===== config.mk =====
export PLATFORM = sky130hd
export DESIGN_NAME = uart_operand_loader
export DESIGN_NICKNAME = d
export VERILOG_FILES = /design/src/rtl/uart_operand_loader.sv
export SDC_FILE = /design/constraint.sdc
export NUM_CORES = 1
export LEC_CHECK = 0
export CAP_MARGIN = 0
export CORE_MARGIN = 1
export CORE_UTILIZATION = 25
export CTS_CLUSTER_SIZE = 30
export DETAILED_ROUTE_END_ITERATION = 10
export SYNTH_ARGS = -nofsm -noshare
export SYNTH_HDL_FRONTEND = slang
export SYNTH_SLANG_ARGS = --single-unit

===== constraint.sdc =====
create_clock -name clk -period 4.8 [get_ports clk]
set_clock_uncertainty 0.2 [all_clocks]
set_input_delay 0.96 -clock clk [delete_from_list [all_inputs] [get_ports clk]]
set_output_delay 0.96 -clock clk [all_outputs]
set_load 0.05 [all_outputs]

===== src/rtl/uart_operand_loader.sv =====
// Receives 8N1 UART command frames (command byte, operand A, operand B, MSB first)
// and presents the select and operands as registered outputs once a frame completes cleanly.
module uart_operand_loader #(
   parameter int CLKS_PER_BIT = 868,
   parameter int N            = 64,
   parameter int TIMEOUT_BITS = 20
) (
   input  logic         clk,
   input  logic         rst,
   input  logic         rx,
   output logic [1:0]   state,
   output logic [N-1:0] data_in1,
   output logic [N-1:0] data_in2,
   output logic         operands_valid,
   output logic         frame_err,
   output logic         busy
);

   localparam int NB  = N / 8;
   localparam int CW  = $clog2(CLKS_PER_BIT);
   localparam int BCW = $clog2(NB + 1);
   localparam int TMO = TIMEOUT_BITS * CLKS_PER_BIT;
   localparam int TW  = $clog2(TMO + 1);

   localparam logic [CW-1:0]  BIT_LAST  = CW'(CLKS_PER_BIT - 1);
   localparam logic [CW-1:0]  HALF_LAST = CW'(CLKS_PER_BIT / 2 - 1);
   localparam logic [BCW-1:0] BYTE_LAST = BCW'(NB - 1);
   localparam logic [TW-1:0]  TMO_LAST  = TW'(TMO - 1);

   typedef enum logic [1:0] {B_IDLE, B_START, B_DATA, B_STOP} bit_state_t;
   typedef enum logic [1:0] {F_WAIT_CMD, F_LOAD_A, F_LOAD_B, F_COMMIT} frame_state_t;

   logic           rx_meta_q, rx_sync_q, rx_prev_q;
   bit_state_t     bstate_q;
   logic [CW-1:0]  bit_cnt_q;
   logic [2:0]     bit_idx_q;
   logic [7:0]     shift_q;
   logic           byte_valid_q, stop_err_q;

   frame_state_t   fstate_q;
   logic [1:0]     sel_q;
   logic [N-1:0]   a_q, b_q;
   logic [BCW-1:0] byte_cnt_q;
   logic [TW-1:0]  tmo_q;
   logic [1:0]     state_q;
   logic [N-1:0]   data_in1_q, data_in2_q;
   logic           operands_valid_q, frame_err_q, busy_q;

   logic [N-1:0]   a_shift_d, b_shift_d;

   assign a_shift_d = (a_q << 8) | {{(N-8){1'b0}}, shift_q};
   assign b_shift_d = (b_q << 8) | {{(N-8){1'b0}}, shift_q};

   assign state          = state_q;
   assign data_in1       = data_in1_q;
   assign data_in2       = data_in2_q;
   assign operands_valid = operands_valid_q;
   assign frame_err      = frame_err_q;
   assign busy           = busy_q;

   always_ff @(posedge clk or negedge rst) begin
      if (!rst) begin
         rx_meta_q    <= 1'b1;
         rx_sync_q    <= 1'b1;
         rx_prev_q    <= 1'b1;
         bstate_q     <= B_IDLE;
         bit_cnt_q    <= '0;
         bit_idx_q    <= '0;
         shift_q      <= '0;
         byte_valid_q <= 1'b0;
         stop_err_q   <= 1'b0;
      end else begin
         rx_meta_q    <= rx;
         rx_sync_q    <= rx_meta_q;
         rx_prev_q    <= rx_sync_q;
         byte_valid_q <= 1'b0;
         stop_err_q   <= 1'b0;
         case (bstate_q)
            B_IDLE: begin
               bit_cnt_q <= '0;
               if (rx_prev_q && !rx_sync_q) bstate_q <= B_START;
            end
            B_START: begin
               if (bit_cnt_q == HALF_LAST) begin
                  bit_cnt_q <= '0;
                  bit_idx_q <= '0;
                  // A start bit that is already high again at mid-bit is a glitch
                  bstate_q  <= rx_sync_q ? B_IDLE : B_DATA;
               end else begin
                  bit_cnt_q <= bit_cnt_q + 1'b1;
               end
            end
            B_DATA: begin
               if (bit_cnt_q == BIT_LAST) begin
                  bit_cnt_q <= '0;
                  shift_q   <= {rx_sync_q, shift_q[7:1]};
                  if (bit_idx_q == 3'd7) bstate_q <= B_STOP;
                  else bit_idx_q <= bit_idx_q + 1'b1;
               end else begin
                  bit_cnt_q <= bit_cnt_q + 1'b1;
               end
            end
            B_STOP: begin
               if (bit_cnt_q == BIT_LAST) begin
                  bit_cnt_q    <= '0;
                  bstate_q     <= B_IDLE;
                  byte_valid_q <= rx_sync_q;
                  stop_err_q   <= !rx_sync_q;
               end else begin
                  bit_cnt_q <= bit_cnt_q + 1'b1;
               end
            end
            default: bstate_q <= B_IDLE;
         endcase
      end
   end

   always_ff @(posedge clk or negedge rst) begin
      if (!rst) begin
         fstate_q         <= F_WAIT_CMD;
         sel_q            <= '0;
         a_q              <= '0;
         b_q              <= '0;
         byte_cnt_q       <= '0;
         tmo_q            <= '0;
         state_q          <= '0;
         data_in1_q       <= '0;
         data_in2_q       <= '0;
         operands_valid_q <= 1'b0;
         frame_err_q      <= 1'b0;
         busy_q           <= 1'b0;
      end else begin
         operands_valid_q <= 1'b0;
         frame_err_q      <= 1'b0;
         case (fstate_q)
            F_WAIT_CMD: begin
               // Anything that is not a 0xA? command byte is dropped; this is the resync path
               if (byte_valid_q && shift_q[7:4] == 4'hA) begin
                  sel_q      <= shift_q[1:0];
                  byte_cnt_q <= '0;
                  tmo_q      <= '0;
                  busy_q     <= 1'b1;
                  fstate_q   <= F_LOAD_A;
               end
            end
            F_LOAD_A, F_LOAD_B: begin
               if (byte_valid_q) begin
                  tmo_q <= '0;
                  byte_cnt_q <= (byte_cnt_q == BYTE_LAST) ? '0 : byte_cnt_q + 1'b1;
                  if (fstate_q == F_LOAD_A) begin
                     a_q <= a_shift_d;
                     if (byte_cnt_q == BYTE_LAST) fstate_q <= F_LOAD_B;
                  end else begin
                     b_q <= b_shift_d;
                     if (byte_cnt_q == BYTE_LAST) begin
                        state_q          <= sel_q;
                        data_in1_q       <= a_q;
                        data_in2_q       <= b_shift_d;
                        operands_valid_q <= 1'b1;
                        fstate_q         <= F_COMMIT;
                     end
                  end
               end else if (stop_err_q || tmo_q == TMO_LAST) begin
                  frame_err_q <= 1'b1;
                  busy_q      <= 1'b0;
                  a_q         <= '0;
                  b_q         <= '0;
                  byte_cnt_q  <= '0;
                  tmo_q       <= '0;
                  fstate_q    <= F_WAIT_CMD;
               end else if (bstate_q == B_IDLE) begin
                  tmo_q <= tmo_q + 1'b1;
               end
            end
            F_COMMIT: begin
               busy_q   <= 1'b0;
               fstate_q <= F_WAIT_CMD;
            end
            default: fstate_q <= F_WAIT_CMD;
         endcase
      end
   end

endmodule


==> impl_metrics.yaml, run 1 <==
grt:
  grt_use_total_pct: 11.8
  grt_pass1_vias: 8392
  grt_overflow: 0
  grt_max_degree: 121
  grt_pass1_wl_mm: 48.4
  antenna_found_initial: 2
placement:
  numPortBuffers: 135
  dpl.hpwl_mm: 19.0
  globalplace.congestion: 0.786
yosys:
  ys.warnings.count: 0
  synth_top_family_by_area: "compound AO/OA/AOI/OAI gates"
  yosys.area.top_type: "dfrtp_1"
  syn_inst: 1021
  postSynthAreaPerCell_sq_um: 12.3
  synth_top_area_share_pct: 59.9
  synth.ff_latch_count: 304
  syn-cell-area_sq_um: 12600
  synth_fp_nets: 1034
  synth_flop_cell: "dfrtp_1"
  synth-seq-area-share_pct: 60.6
  synth_xor_area_share_pct: 0.627
  synthMuxAreaShare_pct: 12.7
  synth_compound_area_share_pct: 14.0
  synthSimpleGateAreaFrac_pct: 6.68
  async_flop_share_pct: 100
  synth_fa_ha_area_share_pct: 0.996
  synth_cell_types: 51
  synth_enable_flop_cells: 0
  synthTopCellsByArea: "dfrtp_1 (60%), mux2_2 (13%), a22o_1 (8.6%)"
route:
  wl_per_cell_um: 16.4
  ant_nets: 0
  drc: 0
  first_pass_iters: 5
  drt_iter0_markers: 604
  via_count: 8438
  via_per_inst: 4.61
  drt_wl_total_mm: 30.0
timing:
  slew_viol_final: 0
  max_freq_mhz: 338
  setup_viol: 0
  hold_slack_ps: 171
  slew_headroom_pct: 32.7
  period_share_pct: 61.6
  min_period_ps: 2960
  tightest_slew_ps: 1010
  rsz0062_at_grt: "false"
  tns_ps: 0
  hold_violations: 0
critical_path:
  crit_chain: "clkdlybuf4s50_1"
  critPathKind: "flop to output pin"
  worstPathBufferInverterCount: 1
  r2r_end: "data_in2[3]"
  critPathMaxStageDelay_ps: 850
  r2r_start: "fstate_q[0]"
  start_kind: "flop"
  reg2reg_depth: 6
  crit_family: "buffers and inverters"
  slowest_stage: "clkdlybuf4s50_1"
  crit_fanout: 1
  cp.arrival_ps: 1800
  endpoint_kind: "output pin"
  r2r_slack_ps: 1850
  required_ps: 3640
die:
  fp-row-count: 81
  die_h_um: 226
  die_w_um: 226
  io_pins: 136
  start_util_pct: 25.5
  core_sq_um: 49300
  dieArea_sq_um: 51200
clock_tree:
  clock-root-buffer: "clkbuf_16"
  numCtsBuffers: 34
  cts_sinks: 304
  clk_path_buf_depth: 3
  post_cts_buffers: 0
  cts_resized: 0
  cts_hold_buffers: 0
  insertion_delay_ps: 520
  cts_tree: "built"
  path_clk_slew_ps: 60
  cts_max_level: 2
cells_and_area:
  mostFrequentLayoutCells: "dfrtp_1 (300), mux2_2 (141), clkdlybuf4s50_1 (134), a22o_1 (123), nand2_1 (81)"
  n_antenna_cell: 0
  final_nets: 1154
  final-seq-area_sq_um: 7610
  n_fill_cell: 4937
  layout_commonest_cell: "dfrtp_1"
  drive_above_1_share_pct: 19.9
  multiInputGateArea_sq_um: 4430
  area_growth_pct: 25.9
pwr:
  p_sw_w: 0.00119
  intPower_w: 0.00425
  sw_frac_of_total_pct: 21.9
  power.leakage_nw: 7.06
  comb_power_share_pct: 2.2
  p_seq_share_pct: 48.5
  ir_worst_vdd_mv: 0.174
  power_frac_clock_pct: 49.4
  power_density_nw_per_um2: 344
outcome:
  status: "complete, no violations"
run:
  drv_cap: 0
worst_hold_path:
  hold_path.class: "flop to flop"
  hold_path_depth: 0
  min_delay_worst_endpoint: "rx_sync_q"
  hold_start: "rx_meta_q"
through the flow:
stage	setup slack [ps]	instances	instance area, sq um	utilization (%)	power [W]
global route	1660	1831	15800	32.1	0.00564
finish	1840	1831	15800	32.1	0.00544
global placement	1910	1769	14600	29.7	0.00280
CTS	1800	1831	15800	32.1	0.00552
detailed placement	1860	1769	14600	29.7	0.00280
floorplan	2340	1021	12600	-	0.00272
how the worst max path moves through the flow:
stage	from	to	slack [ps]	depth (start not counted)
floorplan	fstate_q[0]	data_in1[0]	2340	8
global placement	fstate_q[1]	b_q[17]	1910	7
detailed placement	fstate_q[0]	data_in2[33]	1860	6
CTS	busy	busy	1800	1
global route	fstate_q[0]	data_in2[7]	1660	6
finish	frame_err	frame_err	1840	1
power by group through the flow:
stage | registers [W] | logic (W) | clock network (W)
after global placement | 0.00268 | 0.000120 | 0
after detailed placement | 0.00268 | 0.000125 | 0
final | 0.00263 | 0.000119 | 0.00268
after floorplan | 0.00267 | 0.0000544 | 0
after CTS | 0.00263 | 0.000124 | 0.00276
after global routing | 0.00264 | 0.000142 | 0.00286
cell type report:
type,count,area share (%)
Sequential cell,304,48.1
Multi-Input combinational cell,578,28.0
Timing Repair Buffer,150,9.45
Clock buffer,49,6.49
Tap cell,664,5.25
Inverter,73,1.73
Clock inverter,13,0.941
per-layer routing:
layer / up-vias / track usage (%) / part of all wire (%)
li1: 3886 / - / -
met1: 4310 / 16.9 / 47
met2: 197 / 18.1 / 46
met3: 41 / 2.52 / 4.9
met4: 4 / 2.86 / 1.7
met5: - / 0 / 0.080
logic make-up (layout without fill, tap and decap cells):
logic type                 count (synthesis)  in the layout
and+or+nand+nor                          178            178
AOI/OAI and AO/OA                        239            239
adders and majority gates                 10             10
muxes                                    142            142
xor gates and xnor gates                   9              9
buffers and inverters                    139            285
DFF                                      304            304
cell usage after synthesis (7+ instances only):
cell and n:
and3_1 8, ha_1 10, o31ai_1 7, dfrtp_1 301, a31oi_1 7, nor3_1 8
buf_2 23, xnor2_1 7, nand3_1 12, inv_1 73, nand2_1 81, mux2_2 141
o21ai_0 76, nor2_1 31, a22o_1 123, clkbuf_1 39
sequential cells by signal, indices dropped and copies added (netlist names), 3 cells and up, named ones only:
signal and cells:
tmo_q 15, shift_q 8, byte_cnt_q 4, b_q 56, data_in2 64, bit_idx_q 3, a_q 64, bit_cnt_q 10
data_in1 64
Power figures use the tool's default switching activity.
==> run 2: changes to the inputs <==
==> constraint.sdc (replaced) <==
create_clock -name clk -period 2.85 [get_ports clk]
set_clock_uncertainty 0.2 [all_clocks]
set_input_delay 0.57 -clock clk [delete_from_list [all_inputs] [get_ports clk]]
set_output_delay 0.57 -clock clk [all_outputs]
set_load 0.05 [all_outputs]
==> impl_metrics.yaml, run 2 (synthesis gave the netlist of run 1 again) <==
route:
  first_pass_iters: 6
  via_count: 8431
  drc: 0
  drt_wl_total_mm: 30.6
  ant_nets: 0
  wl_per_cell_um: 16.6
  drt_iter0_markers: 640
  via_per_inst: 4.57
worst_hold_path:
  hold_path.class: "flop to flop"
  min_delay_worst_endpoint: "rx_sync_q"
  hold_start: "rx_meta_q"
  hold_path_depth: 0
pwr:
  power_density_nw_per_um2: 589
  power_w: 0.00951
  power.leakage_nw: 7.22
  ir_worst_vdd_mv: 0.366
clock_tree:
  cts_max_level: 2
  cts_resized: 0
  cts_tree: "built"
  clk_path_buf_depth: 3
  path_clk_slew_ps: 60
  insertion_delay_ps: 540
  post_cts_buffers: 0
  numCtsBuffers: 36
  clock-root-buffer: "clkbuf_16"
  cts_sinks: 304
  cts_hold_buffers: 1
critical_path:
  endpoint_kind: "output pin"
  critPathMaxStageDelay_ps: 880
  start_kind: "flop"
  r2r_end: "tmo_q[10]"
  r2r_slack_ps: 240
  crit_family: "buffers and inverters"
  required_ps: 2080
  slowest_stage: "clkdlybuf4s50_1"
  cp.arrival_ps: 1860
  r2r_start: "fstate_q[0]"
  cp-startpoint: "busy"
  reg2reg_depth: 8
  worstPathBufferInverterCount: 1
  crit_chain: "clkdlybuf4s50_1"
  crit_fanout: 2
  critPathKind: "flop to output pin"
cells_and_area:
  n_antenna_cell: 0
  area_growth_pct: 28.5
  fin_cells: 1846
  layout_commonest_cell: "dfrtp_1"
  mostFrequentLayoutCells: "dfrtp_1 (300), mux2_2 (141), clkdlybuf4s50_1 (134), a22o_1 (123), nand2_1 (81)"
  final-seq-area_sq_um: 7610
  final_nets: 1169
  n_fill_cell: 4949
  multiInputGateArea_sq_um: 4430
  drive_above_1_share_pct: 20.6
placement:
  dpl.hpwl_mm: 19.4
  numPortBuffers: 135
  globalplace.congestion: 0.829
  dp_cells: 1781
grt:
  grt_pass1_wl_mm: 49.7
  grt_pass1_vias: 8672
  grt_use_total_pct: 12.3
  grt_max_degree: 82
  grt_overflow: 0
  antenna_found_initial: 0
die:
  die_h_um: 226
  io_pins: 136
  dieArea_sq_um: 51200
  fp-row-count: 81
  core_sq_um: 49300
  start_util_pct: 25.5
  die_w_um: 226
timing:
  setup_viol: 0
  min_period_ps: 2630
  rsz0062_at_grt: "false"
  max_freq_mhz: 381
  period_share_pct: 92.1
  slew_headroom_pct: 35.9
  hold_violations: 0
  tns_ps: 0
  slew_viol_final: 0
  tightest_slew_ps: 953
run:
  drv_cap: 0
outcome:
  status: "complete, no violations"
-- run 2: metal layers --
| layer | track usage, % | vias to the layer above | routed length (um) |
|---|---|---|---|
| li1 | - | 3907 | - |
| met5 | 0 | - | 0 |
| met1 | 17.2 | 4310 | 14600 |
| met2 | 19.1 | 173 | 14000 |
| met3 | 2.63 | 41 | 1380 |
| met4 | 3.66 | 0 | 600 |
-- run 2: worst max path at each step --
stage | slack, ps | cells past startpoint | end
2_1_floorplan | 390 | 8 | data_in1[0]
3_3_place_gp | 400 | 6 | data_in1[14]
6_report | 220 | 1 | busy
3_5_place_dp | 290 | 8 | tmo_q[10]
5_1_grt | 20 | 8 | tmo_q[10]
4_1_cts | 190 | 1 | busy
-- run 2: metrics by stage --
stage / util [%] / hold slack [ps] / area [sq um] / setup slack, ps
finish: 32.8 / 154 / 16100 / 224
global route: 32.8 / 163 / 16100 / 15.7
CTS: 32.8 / 155 / 16100 / 187
detailed placement: 30.2 / 147 / 14900 / 294
global placement: 30.2 / 148 / 14900 / 402
floorplan: - / 74.4 / 12600 / 391
-- run 2: area by class of cell --
class / count / share of cell area, %
sequential: 304 / 47.2
multi-input combinational: 578 / 27.4
timing repair buffer: 163 / 10.7
clock buffer: 51 / 6.62
tap: 664 / 5.15
inverter: 73 / 1.70
clock inverter: 13 / 1.22
-- run 2: where the power goes --
group | internal [W] | switching (W) | total [W]
Sequential | 0.00437 | 0.0000682 | 0.00444
Clock | 0.00306 | 0.00180 | 0.00486
Combinational | 0.0000768 | 0.000135 | 0.000212
==> run 3: changes to the inputs <==
--- a/config.mk
+++ b/config.mk
@@ -7,9 +7,10 @@
 export LEC_CHECK = 0
 export CAP_MARGIN = 0
 export CORE_MARGIN = 1
-export CORE_UTILIZATION = 25
+export CORE_UTILIZATION = 40
 export CTS_CLUSTER_SIZE = 30
 export DETAILED_ROUTE_END_ITERATION = 10
+export SLEW_MARGIN = 0
 export SYNTH_ARGS = -nofsm -noshare
 export SYNTH_HDL_FRONTEND = slang
 export SYNTH_SLANG_ARGS = --single-unit
==> impl_metrics.yaml, run 3 (synthesis gave the netlist of run 1 again) <==
critical_path:
  cp-startpoint: "fstate_q[0]"
  start_kind: "flop"
  r2r_end: "b_q[5]"
  r2r_start: "fstate_q[0]"
  required_ps: 3110
  critPathKind: "flop to flop"
  crit_fanout: 42
  reg2reg_depth: 7
  endpoint_kind: "flop"
  r2r_slack_ps: 180
  cp.arrival_ps: 2930
route:
  wl_per_cell_um: 17.3
  drc: 22
  first_pass_iters: 8
  via_per_inst: 5.25
  ant_nets: 0
  drt_wl_total_mm: 27.3
  via_count: 8307
  drt_iter0_markers: 512
cells_and_area:
  layout_commonest_cell: "dfrtp_1"
  area_growth_pct: 25.6
  mostFrequentLayoutCells: "dfrtp_1 (300), mux2_2 (141), clkdlybuf4s50_1 (134), a22o_1 (123), nand2_1 (81)"
  final_nets: 1174
  drive_above_1_share_pct: 20.8
  fin_cells: 1581
  n_antenna_cell: 0
worst_hold_path:
  hold_start: "rx_meta_q"
  hold_path_depth: 0
  hold_path.class: "flop to flop"
  min_delay_worst_endpoint: "rx_sync_q"
placement:
  dpl.hpwl_mm: 17.4
  numPortBuffers: 135
  dp_cells: 1520
  globalplace.congestion: 0.819
die:
  die_w_um: 179
  core_sq_um: 30700
  dieArea_sq_um: 32100
  io_pins: 136
  start_util_pct: 40.9
  die_h_um: 179
  fp-row-count: 64
pwr:
  ir_worst_vdd_mv: 0.360
  sw_frac_of_total_pct: 21.0
  intPower_w: 0.00723
  power.leakage_nw: 7.19
  p_seq_share_pct: 48.4
  power_frac_clock_pct: 49.2
  power_density_nw_per_um2: 580
  p_sw_w: 0.00192
  comb_power_share_pct: 2.4
clock_tree:
  path_clk_slew_ps: 60
  cts_sinks: 304
  cts_max_level: 2
  cts_tree: "built"
  clk_path_buf_depth: 3
  post_cts_buffers: 0
  clock-root-buffer: "clkbuf_16"
  numCtsBuffers: 34
  insertion_delay_ps: 520
outcome:
  status: "complete, but fails checks"
  violations: "DRC"
timing:
  tns_ps: 0
  rsz0062_at_grt: "false"
  slew_headroom_pct: 33.3
  tightest_slew_ps: 998
  max_freq_mhz: 375
  period_share_pct: 93.6
  min_period_ps: 2670
  setup_viol: 0
  slew_viol_final: 0
  hold_violations: 0
grt:
  grt_pass1_vias: 8368
  grt_pass1_wl_mm: 45.1
  grt_max_degree: 80
  grt_overflow: 0
  grt_use_total_pct: 17.6
  antenna_found_initial: 0
run:
  drv_cap: 0
==> run 3: cell count changes in the layout (fill, tap and decap cells not counted), moves of 2 or more <==
cell	delta
buf_4	+6
clkbuf_1	+2
clkbuf_16	-3
clkinv_2	-5
clkinvlp_4	+3
==> run 3: worst max-delay path, cell delays in order (launching register included) <==
cell and delay (ps):
dfrtp_1 390, inv_1 90, ha_1 340, nand2b_1 100, o21ba_2 190, nor2_4 780, buf_4 350, a22o_1 150
==> run 3: what timing repair did <==
action                     CTS  global route
setup endpoints to repair    0             6
hold buffers                 1             0
gates resized for setup      0             1
hold endpoints to repair    68             0
==> run 3: layer usage <==
layer,up-vias,share of wire [%],track usage [%]
li1,3909,-,-
met1,4188,47,25.5
met2,165,46,26.8
met3,45,4.8,3.46
met4,0,2.1,4.90
met5,-,0,0
==> run 3: final cells by class <==
class	instances	area, sq um
fill	2699	15000
multi-input combinational	578	4430
sequential	304	7610
timing repair buffer	170	1800
tap	396	495
clock inverter	11	181
inverter	73	274
clock buffer	49	987
==> run 3: worst max-delay path by stage <==
stage	to	slack, ps	cells after the start
2_1_floorplan	data_in1[0]	390	8
3_3_place_gp	b_q[28]	200	7
3_5_place_dp	tmo_q[7]	120	4
4_1_cts	tmo_q[11]	110	4
5_1_grt	b_q[12]	6	7
6_report	b_q[5]	180	7
==> run 3: power by group through the flow <==
stage	logic [W]	registers (W)	clock network (W)
2_1_floorplan	0.0000915	0.00450	0
4_1_cts	0.000226	0.00443	0.00463
5_1_grt	0.000251	0.00444	0.00480
6_report	0.000216	0.00443	0.00451
3_5_place_dp	0.000223	0.00451	0
3_3_place_gp	0.000218	0.00451	0
==> run 3: stage by stage <==
step | util (%) | setup slack [ps] | power (W) | instance area (sq um) | hold slack (ps)
floorplan | - | 391 | 0.00459 | 12600 | 74.4
global placement | 47.5 | 202 | 0.00473 | 14600 | 148
detailed placement | 47.5 | 123 | 0.00474 | 14600 | 147
CTS | 51.3 | 110 | 0.00928 | 15800 | 154
global route | 51.3 | 5.61 | 0.00949 | 15800 | 163
finish | 51.3 | 182 | 0.00916 | 15800 | 154
